$ cat config.mk
export PLATFORM = sky130hd
export DESIGN_NAME = i2s_feed_unit
export DESIGN_NICKNAME = d
export VERILOG_FILES = /design/src/rtl/i2s_feed_unit.sv
export SDC_FILE = /design/constraint.sdc
export NUM_CORES = 1
export LEC_CHECK = 0
export CORE_MARGIN = 10
export CORE_UTILIZATION = 40
export DETAILED_ROUTE_END_ITERATION = 6
export DONT_BUFFER_PORTS = 1
export HOLD_SLACK_MARGIN = 0.15
export PLACE_DENSITY_LB_ADDON = 0.25
export SYNTH_ARGS = -nofsm -noshare
export SYNTH_HDL_FRONTEND = slang
export SYNTH_SLANG_ARGS = --single-unit
$ cat constraint.sdc
create_clock -name clk -period 7.1 [get_ports clk]
set_input_delay 0 -clock clk [delete_from_list [all_inputs] [get_ports clk]]
set_output_delay 0 -clock clk [all_outputs]
set_load 0.02 [all_outputs]
$ cat src/rtl/i2s_feed_unit.sv
// i2s_feed_unit: stereo elastic FIFO feeding the I2S transmitter, with priming, under/overflow and standby flush.
// Optional I2S_FEED_REPEAT_EN: an underflow in RUN repeats the last popped pair instead of zeros.
module i2s_feed_unit #(
  parameter int DEPTH   = 8,
  parameter int LEVEL_W = $clog2(DEPTH) + 1
) (
  input  logic               clk,
  input  logic               rst_n,
  input  logic               play_in,
  input  logic               wr_tick_in,
  input  logic [23:0]        wr_audio0_in,
  input  logic [23:0]        wr_audio1_in,
  input  logic               req_in,
  output logic               tick_out,
  output logic [23:0]        audio0_out,
  output logic [23:0]        audio1_out,
  output logic [LEVEL_W-1:0] level_out,
  output logic               underflow_out,
  output logic               overflow_out
);
  localparam int PW = $clog2(DEPTH);
  typedef enum logic [1:0] {STANDBY, PRIME, RUN} state_t;
  state_t             state;
  logic [47:0]        mem [DEPTH];
  logic [PW-1:0]      wr_ptr, rd_ptr;
  logic               tick_q, active, serve, pop, push, full, empty;
  logic [LEVEL_W-1:0] level_nxt;
  logic [47:0]        head, fill;
  assign active    = play_in && state != STANDBY;
  assign full      = level_out == LEVEL_W'(DEPTH);
  assign empty     = level_out == '0;
  assign serve     = active && req_in;
  assign pop       = serve && state == RUN && !empty;
  assign push      = active && wr_tick_in && (!full || pop);
  assign level_nxt = level_out + LEVEL_W'(push) - LEVEL_W'(pop);
  assign head      = mem[rd_ptr];
  // A tick already registered is masked the moment play drops
  assign tick_out  = tick_q & play_in;
`ifdef I2S_FEED_REPEAT_EN
  logic [47:0] last;
  assign fill = last;
  always_ff @(posedge clk or negedge rst_n)
    if (!rst_n) last <= '0;
    else if (!play_in || state == STANDBY) last <= '0;
    else if (pop) last <= head;
`else
  assign fill = '0;
`endif
  always_ff @(posedge clk)
    if (push) mem[wr_ptr] <= {wr_audio0_in, wr_audio1_in};
  always_ff @(posedge clk or negedge rst_n) begin
    if (!rst_n) begin
      state         <= STANDBY;
      wr_ptr        <= '0;
      rd_ptr        <= '0;
      level_out     <= '0;
      tick_q        <= 1'b0;
      audio0_out    <= '0;
      audio1_out    <= '0;
      underflow_out <= 1'b0;
      overflow_out  <= 1'b0;
    end else if (!play_in) begin
      state         <= STANDBY;
      wr_ptr        <= '0;
      rd_ptr        <= '0;
      level_out     <= '0;
      tick_q        <= 1'b0;
      audio0_out    <= '0;
      audio1_out    <= '0;
      underflow_out <= 1'b0;
      overflow_out  <= 1'b0;
    end else if (state == STANDBY) begin
      state <= PRIME;
    end else begin
      if (push) wr_ptr <= wr_ptr + PW'(1);
      if (pop) rd_ptr <= rd_ptr + PW'(1);
      level_out <= level_nxt;
      tick_q    <= req_in;
      // PRIME answers with silence; RUN serves the head or the underflow fill
      if (req_in) {audio0_out, audio1_out} <= pop ? head : (state == RUN ? fill : 48'd0);
      if (serve && state == RUN && empty) underflow_out <= 1'b1;
      if (wr_tick_in && full && !pop) overflow_out <= 1'b1;
      if (state == PRIME && level_nxt >= LEVEL_W'(DEPTH / 2)) state <= RUN;
    end
  end
endmodule

==> run metrics <==
status=completed; max_slew headroom=0.293; Die Ht=226 µm; max-slew violations=0; cts repair resizes=0; ANT nets after route=0; final hold viol count=0; Min Clock Period, post-route=3.26 ns; sw frac=0.231; largest net degree at the start of global routing=64; Yosys reg bits=447; core area=41900 µm²; Multi-input gate area=3690 µm²; post-synthesis sequential area ratio=0.771; site row count=75; uppermost layer routed=met5; Vias=7823; Metal-1 WL=15600 µm; die width=226 µm; die area=51100 µm²; CTS tree=built; Detail Placement HPWL=19500 µm; clock share of power=0.401; Synth cell types=46; syn avg cell area=20.8 µm²; Fin Setup TNS=0 ns; htree depth=2; area of the mapped netlist=17000 µm²; IO Pins=108; initial DRC count=510; RSZ-0062 raised after global routing=false; internal power=4.52 mW; skew final=0.0184 ns; EDFF count, synth=384; Post-Syn Nets=880; DR pass1 iterations=4; type of the tightest min-delay check=input pin to primary output; Worst setup EP type=register; crit path DAT=3.46 ns; NumNets Final=960; Hold WS=0.192 ns; GPL Wtd Cong=0.737; Lkg Pwr=6.28 nW; Flop pwr share=0.516; Place WS=3.81 ns; Via density=5.28; share of layout cells above drive strength 1=0.209; Max Clk Rate=307 MHz; Root Buffer=clkbuf_16; synthesis warning total=0; DRC=0; met2 wire length=16500 µm; most frequent cells in the layout=edfxtp_1, mux4_2, nand2_1; max cap viols=0; Initial Util=0.405; Net Sw Power=1.35 mW; Num CTS Buffers=47; pwr/cell area=298 nW/µm²; filler instances=3456; area added between synthesis and finish=16.0%; global-route wire length before repair=53000 µm; Comb pwr share=0.083; flip-flop and latch area=13100 µm²; clk sinks=447; postcts setup bufs=0; Tcrit/Tclk final=0.459; GRT Total Usage=0.139; Clock Pin Slew Worst Setup and Hold Paths=0.06 ns; Setup crit start kind=register; Crit Path Class=register to register; gr ovfl total=0; crit-path max FO=34; clk_lat worst skew=0.59 ns; Synth Instances=819; asr flop ratio synth=0.141; Buffers on Ports=0; Routed WL=35200 µm; initial antenna violation count=6; # setup viols final=0; Met3 Wirelength=2390 µm; commonest non-fill, non-tap cell in the layout=edfxtp_1; vias in the first global route=8159; WP data required=7.30 ns; WL/cell=23.7 µm; Max IR drop VDD=0.000195 V; maximum clock insertion buffer count=3; Final Core Density=0.470; ys flop type=edfxtp_1; final setup margin=3.84 ns; worst slew pin tran=1.06 ns
metal layers:
metal / up-vias / GRT usage
li1: 3480 / -
met1: 4119 / 0.185
met2: 166 / 0.214
met3: 54 / 0.0445
met4: 4 / 0.0383
met5: - / 0
cell families after synthesis:
group | share of synthesized area
xor+xnor | 0.00155
simple gates | 0.0247
flops | 0.771
buf+inv | 0.0160
fa+ha+maj | 0.00633
mux | 0.157
compound gates | 0.0230
metrics by stage:
stage,instances,area (µm²),power [mW]
after floorplan,819,17000,3.41
after global placement,1333,17600,3.51
after detailed placement,1333,17600,3.52
after CTS,1476,19700,5.95
after global routing,1477,19700,6.11
final,1481,19700,5.87
path summary, 6_finish.rpt:
path                              start              to  slack (ns)  depth (start not counted)
hold / removal                  play_in        tick_out        0.19                          1
setup / recovery           level_out[2]      mem[2][45]        3.84                          7
setup reg to reg           level_out[2]      mem[2][45]        3.84                          7
hold reg to reg                  tick_q          tick_q        0.52                          2
max in group asynchronous         rst_n  audio0_out[17]        6.09                          4
min in group asynchronous         rst_n  audio1_out[18]        0.65                          4
power by group through the flow:
stage	clock network, mW	registers (mW)	logic [mW]
2_1_floorplan	0	3.07	0.347
3_3_place_gp	0	3.09	0.426
3_5_place_dp	0	3.09	0.429
4_1_cts	2.42	3.03	0.499
5_1_grt	2.52	3.04	0.541
6_report	2.35	3.03	0.489
registers in the layout (all words and copies together) (netlist names):
register	flops
underflow_out	1
audio1_out	24
rd_ptr	3
wr_ptr	3
level_out	4
mem	384
audio0_out	24
state	2
tick_q	1
overflow_out	1
cell usage after synthesis (all sizes together) (3+ instances only):
cell type  instances  area (µm²)
buf               29         206
inv                5        18.8
nor2               8        30.0
or3                3        18.8
mux2i             50         500
nand3              6        30.0
o21ai             54         270
clkbuf            11        42.5
ha                 7        87.6
a21oi             10        53.8
mux4              96        2160
nand2             64         240
dfrtp             63        1580
edfxtp           384       11500
what timing repair did:
action	4_1_cts	5_1_grt
endpoints found under the setup margin	0	0
hold buffers	56	0
endpoints found under the hold margin	510	0
critical path: stages (launching register included):
cell     delay (ns)
dfrtp_1        0.47
inv_1          0.16
ha_1           0.21
or3b_1         0.26
a31oi_2        0.16
or3_1          0.52
nor2_4         0.49
buf_4          0.58
area by class of cell:
class	instances	area share
multi-input combinational	326	0.187
timing repair buffer	71	0.0359
clock buffer	69	0.0664
sequential	447	0.665
antenna	5	0.000635
clock inverter	18	0.00933
tap	539	0.0342
inverter	6	0.00114
(Power assumes the default switching activity.)
